==> src/rtl/pipeline_ctrl_pkg.sv <==
// Shared types and constants for the pipeline hazard controller.
package pipeline_ctrl_pkg;

    localparam int unsigned MEM_TIMEOUT_DEFAULT = 16;
    localparam logic [4:0]  REG_ZERO            = 5'd0;

    typedef enum logic {
        RUN      = 1'b0,
        MEM_WAIT = 1'b1
    } ctrl_state_e;

    // Pipeline register controls, bundled so whole-pipeline patterns can be assigned at once.
    typedef struct packed {
        logic pc_we;
        logic ifid_we;
        logic ifid_flush;
        logic idex_we;
        logic idex_flush;
        logic exmem_we;
        logic memwb_bubble;
    } pipe_ctrl_t;

    localparam pipe_ctrl_t CTRL_RUN    = '{pc_we: 1'b1, ifid_we: 1'b1, ifid_flush: 1'b0,
                                           idex_we: 1'b1, idex_flush: 1'b0, exmem_we: 1'b1,
                                           memwb_bubble: 1'b0};
    localparam pipe_ctrl_t CTRL_FREEZE = '{pc_we: 1'b0, ifid_we: 1'b0, ifid_flush: 1'b0,
                                           idex_we: 1'b0, idex_flush: 1'b0, exmem_we: 1'b0,
                                           memwb_bubble: 1'b1};
    localparam pipe_ctrl_t CTRL_RESET  = '{pc_we: 1'b0, ifid_we: 1'b0, ifid_flush: 1'b1,
                                           idex_we: 1'b0, idex_flush: 1'b1, exmem_we: 1'b0,
                                           memwb_bubble: 1'b1};

    // True when the load in EX writes a register the ID instruction reads.
    function automatic logic load_use_match(
        input logic       ex_load,
        input logic [4:0] ex_dest,
        input logic [4:0] id_rs,
        input logic [4:0] id_rt,
        input logic       id_uses_rt
    );
        return ex_load && (ex_dest != REG_ZERO) &&
               ((ex_dest == id_rs) || (id_uses_rt && (ex_dest == id_rt)));
    endfunction

endpackage

==> src/rtl/hazard_perf_counters.sv <==
// Stall-cycle and branch-flush performance counters; both wrap silently.
module hazard_perf_counters #(
    parameter int unsigned COUNT_WIDTH = 32
) (
    input  logic                   clk,
    input  logic                   rst_n,
    input  logic                   stall_inc_i,
    input  logic                   flush_inc_i,
    output logic [COUNT_WIDTH-1:0] stall_count_o,
    output logic [COUNT_WIDTH-1:0] flush_count_o
);

    logic [COUNT_WIDTH-1:0] stall_q, stall_d;
    logic [COUNT_WIDTH-1:0] flush_q, flush_d;

    always_comb begin
        stall_d = stall_q;
        flush_d = flush_q;
        if (stall_inc_i) stall_d = stall_q + COUNT_WIDTH'(1);
        if (flush_inc_i) flush_d = flush_q + COUNT_WIDTH'(1);
    end

    always_ff @(posedge clk or negedge rst_n) begin
        if (!rst_n) begin
            stall_q <= '0;
            flush_q <= '0;
        end else begin
            stall_q <= stall_d;
            flush_q <= flush_d;
        end
    end

    assign stall_count_o = stall_q;
    assign flush_count_o = flush_q;

endmodule

==> src/rtl/pipeline_hazard_controller.sv <==
// Stall/flush sequencer for the 5-stage pipeline: memory waits with timeout,
// load-use bubbles and taken-branch flushes, plus performance counters.
module pipeline_hazard_controller
    import pipeline_ctrl_pkg::*;
#(
    parameter int unsigned MEM_TIMEOUT = MEM_TIMEOUT_DEFAULT,
    parameter int unsigned COUNT_WIDTH = 32
) (
    input  logic                   clk,
    input  logic                   Reset,
    input  logic [4:0]             IDSourceRegister,
    input  logic [4:0]             IDTargetRegister,
    input  logic                   IDUsesTarget,
    input  logic                   EXMemoryReadEnable,
    input  logic [4:0]             EXDestinationRegister,
    input  logic                   BranchTaken,
    input  logic                   MEMAccessRequest,
    input  logic                   DataMemoryReady,
    output logic                   PCWriteEnable,
    output logic                   IFIDWriteEnable,
    output logic                   IFIDFlush,
    output logic                   IDEXWriteEnable,
    output logic                   IDEXFlush,
    output logic                   EXMEMWriteEnable,
    output logic                   MEMWBBubble,
    output logic                   MemoryTimeoutError,
    output logic [COUNT_WIDTH-1:0] StallCycleCount,
    output logic [COUNT_WIDTH-1:0] FlushCount
);

    localparam int unsigned WAIT_W = $clog2(MEM_TIMEOUT + 1);

    ctrl_state_e       state_q, state_d;
    logic [WAIT_W-1:0] wait_cnt_q, wait_cnt_d;
    logic              timeout_err_q, timeout_err_d;

    pipe_ctrl_t ctrl;
    logic       load_use;
    logic       eval_hazards;
    logic       drop_result;
    logic       branch_flush;

    assign load_use = load_use_match(EXMemoryReadEnable, EXDestinationRegister,
                                     IDSourceRegister, IDTargetRegister, IDUsesTarget);

    // Next-state and pipeline control decode; memory wait outranks branch, branch outranks load-use.
    always_comb begin
        state_d       = state_q;
        wait_cnt_d    = wait_cnt_q;
        timeout_err_d = timeout_err_q;
        ctrl          = CTRL_RUN;
        eval_hazards  = 1'b0;
        drop_result   = 1'b0;
        branch_flush  = 1'b0;

        unique case (state_q)
            RUN: begin
                if (MEMAccessRequest && !DataMemoryReady) begin
                    ctrl       = CTRL_FREEZE;
                    state_d    = MEM_WAIT;
                    wait_cnt_d = WAIT_W'(1);
                end else begin
                    eval_hazards = 1'b1;
                end
            end
            MEM_WAIT: begin
                if (DataMemoryReady) begin
                    state_d      = RUN;
                    wait_cnt_d   = '0;
                    eval_hazards = 1'b1;
                end else if (wait_cnt_q == WAIT_W'(MEM_TIMEOUT)) begin
                    state_d       = RUN;
                    wait_cnt_d    = '0;
                    timeout_err_d = 1'b1;
                    eval_hazards  = 1'b1;
                    drop_result   = 1'b1;
                end else begin
                    ctrl       = CTRL_FREEZE;
                    wait_cnt_d = wait_cnt_q + WAIT_W'(1);
                end
            end
            default: begin
                state_d    = RUN;
                wait_cnt_d = '0;
            end
        endcase

        // Branch and load-use held behind a freeze are resolved on the release cycle.
        if (eval_hazards) begin
            if (BranchTaken) begin
                ctrl.ifid_flush = 1'b1;
                ctrl.idex_flush = 1'b1;
                branch_flush    = 1'b1;
            end else if (load_use) begin
                ctrl.pc_we      = 1'b0;
                ctrl.ifid_we    = 1'b0;
                ctrl.idex_flush = 1'b1;
            end
        end

        if (drop_result) ctrl.memwb_bubble = 1'b1;

        if (!Reset) begin
            ctrl         = CTRL_RESET;
            branch_flush = 1'b0;
        end
    end

    always_ff @(posedge clk or negedge Reset) begin
        if (!Reset) begin
            state_q       <= RUN;
            wait_cnt_q    <= '0;
            timeout_err_q <= 1'b0;
        end else begin
            state_q       <= state_d;
            wait_cnt_q    <= wait_cnt_d;
            timeout_err_q <= timeout_err_d;
        end
    end

    hazard_perf_counters #(
        .COUNT_WIDTH (COUNT_WIDTH)
    ) u_perf (
        .clk           (clk),
        .rst_n         (Reset),
        .stall_inc_i   (Reset && !ctrl.pc_we),
        .flush_inc_i   (branch_flush),
        .stall_count_o (StallCycleCount),
        .flush_count_o (FlushCount)
    );

    assign PCWriteEnable      = ctrl.pc_we;
    assign IFIDWriteEnable    = ctrl.ifid_we;
    assign IFIDFlush          = ctrl.ifid_flush;
    assign IDEXWriteEnable    = ctrl.idex_we;
    assign IDEXFlush          = ctrl.idex_flush;
    assign EXMEMWriteEnable   = ctrl.exmem_we;
    assign MEMWBBubble        = ctrl.memwb_bubble;
    assign MemoryTimeoutError = timeout_err_q;

endmodule
==> config.mk <==
export PLATFORM = sky130hd
export DESIGN_NAME = pipeline_hazard_controller
export DESIGN_NICKNAME = d
export VERILOG_FILES = /design/src/rtl/pipeline_ctrl_pkg.sv /design/src/rtl/hazard_perf_counters.sv /design/src/rtl/pipeline_hazard_controller.sv
export SDC_FILE = /design/constraint.sdc
export NUM_CORES = 1
export LEC_CHECK = 0
export CAP_MARGIN = 0
export CELL_PAD_IN_SITES_DETAIL_PLACEMENT = 0
export CELL_PAD_IN_SITES_GLOBAL_PLACEMENT = 1
export CORE_MARGIN = 2
export CORE_UTILIZATION = 40
export CTS_CLUSTER_SIZE = 25
export DETAILED_ROUTE_END_ITERATION = 8
export HOLD_SLACK_MARGIN = 0.03
export PLACE_DENSITY = 0.85
export SYNTH_ARGS = -nofsm -noshare
export SYNTH_HDL_FRONTEND = slang
export SYNTH_SLANG_ARGS = --single-unit
export TNS_END_PERCENT = 30
==> constraint.sdc <==
create_clock -name clk -period 6.1 [get_ports clk]
set_clock_uncertainty 0.05 [all_clocks]
set_input_delay 0.61 -clock clk [delete_from_list [all_inputs] [get_ports clk]]
set_output_delay 0.61 -clock clk [all_outputs]
set_load 0.05 [all_outputs]
==> results of run 1 <==
power breakdown:
group          total, uW  switching (uW)  leakage, uW  internal (uW)
Clock                377             188    0.0000992            189
Sequential           566            55.3     0.000944            510
Combinational        344             220     0.000972            124
Total               1290             463      0.00201            824
state kept, by name, summed over array words and instances (netlist names):
signal,flops
u_perf.stall_count_o,32
u_perf.flush_count_o,32
state_q,1
wait_cnt_q,5
MemoryTimeoutError,1
cells in the final DEF (no fill, tap or decap), types with 3 or more instances in the layout:
master           synthesis  final
nand3_1                 31     31
clkbuf_8                 0      9
nor4_1                   9      9
and2_1                   4      4
and3_1                   9      9
xnor2_1                 53     53
nand4_1                 21     21
inv_1                    9      9
clkinv_4                 0      3
nand2_1                 33     33
ha_1                     4      4
xor2_1                  21     21
nor3_2                   5      5
nor2_1                  12     12
and4_1                   3      3
clkdlybuf4s50_1          0     92
o21ai_0                  3      3
nor3_1                   9      9
dfrtp_1                 71     71
per-stage QoR:
step                hold slack, ns  area [sq um]  total power [uW]  util (%)  setup slack [ns]
finish                       0.383          4770              1290      55.0              2.51
global route                 0.438          4770              1350      55.0              2.40
CTS                          0.391          4770              1300      55.0              2.50
detailed placement           0.393          4570               920      52.7              2.51
global placement             0.394          4570               915      52.7              2.53
floorplan                    0.264          3560               789         -              3.08
synth_stat cells, types with 2 or more instances:
master and instances:
dfrtp_1 71, xnor2_1 53, nand2_1 33, nand3_1 31
nand4_1 21, xor2_1 21, nor2_1 12, and3_1 9
inv_1 9, nor3_1 9, nor4_1 9, nor3_2 5
and2_1 4, ha_1 4, and4_1 3, clkbuf_1 3
o21ai_0 3, buf_4 2, buf_6 2, nand2b_1 2
nand3_2 2, nor2b_1 2, o21a_1 2, o22ai_1 2
final cells by class:
class	count	area (sq um)
Clock inverter	7	73.8
Tap cell	108	135
Fill cell	801	3910
Multi-Input combinational cell	243	1700
Timing Repair Buffer	93	928
Sequential cell	71	1780
Inverter	9	33.8
Clock buffer	9	124
layer usage:
metal  global-route usage (%)  part of all wire (%)
met3                     4.65                   4.7
met4                     5.16                   1.4
met1                     23.9                    46
met2                     29.7                    48
met5                        0                     0
cell families after synthesis:
kind of cell	after synthesis	share of synthesized area [%]
multiplexers	1	0.316
adder cells (fa/ha/maj)	4	1.40
AND/OR/NAND/NOR	150	24.2
XOR/XNOR	74	18.2
AO/OA/AOI/OAI	14	3.62
flip-flops	71	49.8
buffers and inverters	17	2.46
how the worst max path moves through the flow:
stage / startpoint / endpoint / slack (ns) / depth (start not counted)
6_report: EXDestinationRegister[1] / IFIDWriteEnable / 2.51 / 6
4_1_cts: EXDestinationRegister[1] / IFIDWriteEnable / 2.50 / 6
5_1_grt: EXDestinationRegister[0] / IDEXFlush / 2.40 / 7
2_1_floorplan: wait_cnt_q[0] / PCWriteEnable / 3.08 / 7
3_3_place_gp: EXDestinationRegister[1] / IFIDWriteEnable / 2.53 / 6
3_5_place_dp: EXDestinationRegister[1] / IFIDWriteEnable / 2.51 / 6
critical path: stages:
cell and delay, ns:
clkdlybuf4s50_1 0.47, or4_1 0.55, o21a_1 0.20, nand2_1 0.09, o21a_1 0.19, clkdlybuf4s50_1 0.82
==> summary.md, run 1 <==
| Metric | Value |
|---|---|
| Die area | `9680 sq um` |
| Seq/Total Area, Yosys | `around 50%` |
| Initial core utilization | `between 40% and 50%` |
| Initial antenna violation count | `0` |
| Post-synth top flop | `dfrtp_1` |
| Cells after Synth | `331` |
| Number of hold violations in the final report | `0` |
| CP Launch Type | `input pin` |
| GR Overflow Total | `0` |
| Routed WL | `8160 microns` |
| IO buf count | `93` |
| Post-synth top area share | `49.8%` |
| Via Count | `around 2,800` |
| H-tree Lvls | `3` |
| # DRC | `0` |
| Layout area overhead | `33.9%` |
| Placed Instances | `around 520` |
| Fraction of layout cells with a size suffix above 1 | `8.10%` |
| Syn nets | `357` |
| Ranking of synthesized cells by area | `dfrtp_1 (50%), xnor2_1 (13%), xor2_1 (5.2%)` |
| Placed wire-length estimate | `5870 microns` |
| Leak pwr | `0.00201 uW` |
| Vias per cell | `5.17` |
| Wire per inst | `15.1 microns` |
| RSZ-0062 raised after global routing | `false` |
| Post-route minimum period | `3.59 ns` |
| Final period util | `58.8%` |
| Sink Count | `71` |
| Largest area contributor in the netlist | `dfrtp_1` |
| Vias in the first global route | `2,889` |
| Largest net degree at the start of global routing | `approximately 80` |
| Overall Global Routing Usage | `a little under a fifth` |
| Clk slew on worst S/H paths | `0.08 ns` |
| Status | `finished, final reports clean` |
| R2R setup slack | `3.75 ns` |
| Post-route setup TNS | `0 ns` |
| Core area | `8680 sq um` |
| Post-CTS setup buffer count | `0` |
| Yosys cell types | `41` |
| First-pass GRT wire length | `14,200 microns` |
| Worst Path Required | `5.44 ns` |
| Slew HR | `34.4%` |
| Worst-Margin Slew | `0.984 ns` |
| Crit path arrival time | `2.93 ns` |
| Chip width | `98.4 microns` |
| GP Congestion | `between 0.8 and 0.9` |
| R2r startpoint | `wait_cnt_q[0]` |
| Root Buffer | `clkbuf_8` |
| TritonCTS clock tree | `built` |
| CP max FO | `3` |
| Chip height | `~98 microns` |
| Post-synthesis register bit count | `71` |
| CP endpoint kind | `output port` |
| Num CTS Buffers | `9` |
| Ports | `94` |
| HP Class | `in -> async` |
| Detailed Routing Iterations Pass 1 | `4` |
| R2R cell count | `8` |
| Setup-failing EPs final | `0` |
| Standard-cell row count | `34` |
| Crit Reg-Reg Endpoint | `u_perf.stall_count_o[28]` |
| ANT nets after route | `0` |
| Worst vdd ir | `between 0.2 and 0.3 mV` |
| Post-Syn Area | `3560 sq um` |
| CTS max path bufs | `2` |
| Pwr/cell area | `270 nW/um^2` |
| Fmax | `0.279 GHz` |
| Fraction of registers with async set/reset | `100%` |
| Synth Warn # | `0` |
| Syn_area_per_cell | `around 11 sq um` |
| Worst-Skew Late Latency | `approximately 0.35 ns` |
| Finished Layout Cells | `540` |
| Final Net Count | `roughly 450` |
| CTS hold repair buffers | `0` |
| Post-synth EDFFs | `0` |
| Post-CTS Resized | `0` |
| # diodes | `0` |
| Total of max-cap violations | `0` |
| DRT iter0 DRCs | `63` |
| Crit path kind | `in -> out` |
| Slew Viols, Final | `0` |
(Power assumes the default switching activity.)
==> run 2, diff against run 1 <==
CORE_UTILIZATION = 37   (was 40)
PLACE_DENSITY = 0.79   (was 0.85)
clock period = 3.6 ns   (was 6.1 ns; I/O delays follow)
==> run 2 against run 1 <==
- combinational power rose by 70%
- power grew 74%
- first-iteration DRC count rose by 9.5%
- register-to-register slack worse by 2.5 ns
- sequential power rose by 70%
- critical path depth rose by 1
- global-route usage down 2.2 points
- wire length down 0.40%
- core utilization fell by 2.9 points
- setup slack got worse by 2.1 ns
- clock power increased by 85%
- critical endpoint is now PCWriteEnable
- largest cell class unchanged
==> summary.md, run 2 (synthesis gave the netlist of run 1 again) <==
| Metric | Value |
|---|---|
| H-tree Lvls | `3 (unchanged)` |
| Largest stage delay, worst path | `0.80 ns (was 0.82 ns)` |
| Worst path buffer plus inverter count | `2 (unchanged)` |
| Placed Instances | `547 (was 524)` |
| Setup-failing EPs final | `0 (unchanged)` |
| First-pass GRT wire length | `13,000 microns (was 14,200 microns)` |
| Fmax | `0.317 GHz` |
| ANT nets after route | `0 (unchanged)` |
| Total of max-cap violations | `0 (unchanged)` |
| Switching part of the total power | `34.6% (was 36.0%)` |
| Worst Path Required | `3.19 ns (was 5.44 ns)` |
| R2r startpoint | `wait_cnt_q[0] (unchanged)` |
| Post-route setup TNS | `0 ns (unchanged)` |
| Final period util | `87.7%` |
| Sink Count | `71 (unchanged)` |
| Initial antenna violation count | `0 (unchanged)` |
| R2R setup slack | `1.21 ns (was 3.75 ns)` |
| Fill count | `862 (was 801)` |
| Slew Viols, Final | `0 (unchanged)` |
| # diodes | `0 (unchanged)` |
| Detailed Routing Iterations Pass 1 | `4 (unchanged)` |
| # DRC | `0 (unchanged)` |
| Design Area, Final | `4840 sq um (was 4770 sq um)` |
| Crit path kind | `reg -> out (was in -> out)` |
| DRT iter0 DRCs | `69 (was 63)` |
| Chip height | `102 microns (was 98.4 microns)` |
| Core area | `9280 sq um (was 8680 sq um)` |
| Placed wire-length estimate | `5980 microns (was 5870 microns)` |
| Multi-input gate area | `1700 sq um (unchanged)` |
| Largest net degree at the start of global routing | `36 (was 79)` |
| Number of hold violations in the final report | `0 (unchanged)` |
| Finished Core Util | `52.1% (was 55.0%)` |
| Overall Global Routing Usage | `15.9% (was 18.1%)` |
| Leak pwr | `0.00203 uW (was 0.00201 uW)` |
| Num CTS Buffers | `9 (unchanged)` |
| Fraction of layout cells with a size suffix above 1 | `8.28% (was 8.10%)` |
| Clk pwr share | `31.0% (was 29.3%)` |
| Switch Pwr | `776 uW (was 463 uW)` |
| Clk slew on worst S/H paths | `0.07 ns (was 0.08 ns)` |
| Commonest non-fill, non-tap cell in the layout | `clkdlybuf4s50_1 (unchanged)` |
| Most frequent cells in the layout | `clkdlybuf4s50_1 (92), dfrtp_1 (71), xnor2_1 (53) (unchanged)` |
| Die area | `10,400 sq um (was 9680 sq um)` |
| Layout area overhead | `35.7% (was 33.9%)` |
| Finished Layout Cells | `564 (was 540)` |
| Standard-cell row count | `35 (was 34)` |
| Post-route minimum period | `3.16 ns` |
| Wire per inst | `14.4 microns (was 15.1 microns)` |
| Ports | `94 (unchanged)` |
| Cell internal pwr | `1470 uW (was 824 uW)` |
| Worst-Margin Slew | `0.852 ns (was 0.984 ns)` |
| Status | `finished, final reports clean (unchanged)` |
| Slew HR | `42.7% (was 34.4%)` |
| Post-CTS setup buffer count | `0 (unchanged)` |
| Routed WL | `8120 microns (was 8160 microns)` |
| Worst-Skew Late Latency | `0.34 ns (was 0.35 ns)` |
| CP endpoint kind | `output port (unchanged)` |
| RSZ-0062 raised after global routing | `false (unchanged)` |
| Vias in the first global route | `2,714 (was 2,889)` |
| CP max-delay cell | `clkdlybuf4s50_1 (unchanged)` |
| Register area | `1780 sq um (unchanged)` |
| Root Buffer | `clkbuf_8 (unchanged)` |
| Vias per cell | `4.91 (was 5.17)` |
| CP max FO | `6 (was 3)` |
| CTS max path bufs | `2 (unchanged)` |
| Crit path cell chain | `inv_1 > ha_1 > and4bb_2 > nand2b_1 > and3_1 > o21a_1 > clkdlybuf4s50_1 (was clkdlybuf4s50_1 > or4_1 > o21a_1 > nand2_1 > o21a_1 > clkdlybuf4s50_1)` |
| Via Count | `2,770 (was 2,791)` |
| Crit Reg-Reg Endpoint | `u_perf.flush_count_o[13] (was u_perf.stall_count_o[28])` |
| Crit path arrival time | `2.75 ns (was 2.93 ns)` |
| Initial core utilization | `38.4% (was 41.1%)` |
| Chip width | `102 microns (was 98.4 microns)` |
| Pwr/cell area | `463 nW/um^2 (was 270 nW/um^2)` |
| CP Launch Type | `flop (was input pin)` |
| Final Net Count | `456 (was 453)` |
| IO buf count | `93 (unchanged)` |
| Post-CTS Resized | `0 (unchanged)` |
| Comb pwr share | `26.1% (was 26.7%)` |
| HP Class | `in -> async (unchanged)` |
| Area after DPL | `4620 sq um (was 4570 sq um)` |
| Worst vdd ir | `0.303 mV (was 0.265 mV)` |
| R2R cell count | `7 (was 8)` |
| CP top delay family | `buffers and inverters (unchanged)` |
| Sequential power share | `42.9% (was 43.9%)` |
| GP Congestion | `0.792 (was 0.847)` |
| GR Overflow Total | `0 (unchanged)` |
| TritonCTS clock tree | `built (unchanged)` |
| Hold Slack | `0.347 ns (was 0.383 ns)` |
[run 2: area by class of cell]
class | instances | area share (%)
clock buffer | 10 | 2.64
clock inverter | 6 | 1.76
inverter | 9 | 0.698
multi-input combinational | 243 | 35.1
sequential | 71 | 36.7
tap | 129 | 3.34
timing repair buffer | 96 | 19.7
[run 2: power groups by stage]
stage	clock network (uW)	registers, uW	logic (uW)
floorplan	0	1170	168
global placement	0	973	584
detailed placement	0	977	588
CTS	713	962	591
global route	745	974	621
finish	696	961	585
[run 2: metrics by stage]
stage / power [uW] / worst slack, ns
3_5_place_dp: 1560 / 0.571
2_1_floorplan: 1340 / 0.834
4_1_cts: 2270 / 0.424
3_3_place_gp: 1560 / 0.597
6_report: 2240 / 0.441
5_1_grt: 2340 / 0.310
[run 2: worst max path at each step]
stage,from,to,slack (ns),cells after the start
after floorplan,wait_cnt_q[0],PCWriteEnable,0.83,7
after global placement,EXDestinationRegister[0],IDEXFlush,0.60,7
after detailed placement,EXDestinationRegister[4],IDEXFlush,0.57,7
after CTS,wait_cnt_q[0],PCWriteEnable,0.42,7
after global routing,wait_cnt_q[0],IFIDWriteEnable,0.31,7
final,wait_cnt_q[0],PCWriteEnable,0.44,7
[run 2: timing repair]
action                                 in CTS  in global routing
hold buffers                                1                  0
setup endpoints to repair                   0                  0
endpoints found under the hold margin       3                  0
[run 2: per-layer routing]
| metal | wire length [microns] | GRT usage (%) |
|---|---|---|
| met3 | 338 | 3.15 |
| met1 | 3730 | 20.5 |
| met4 | 101 | 6.26 |
| met2 | 3950 | 26.6 |
| met5 | 0 | 0 |
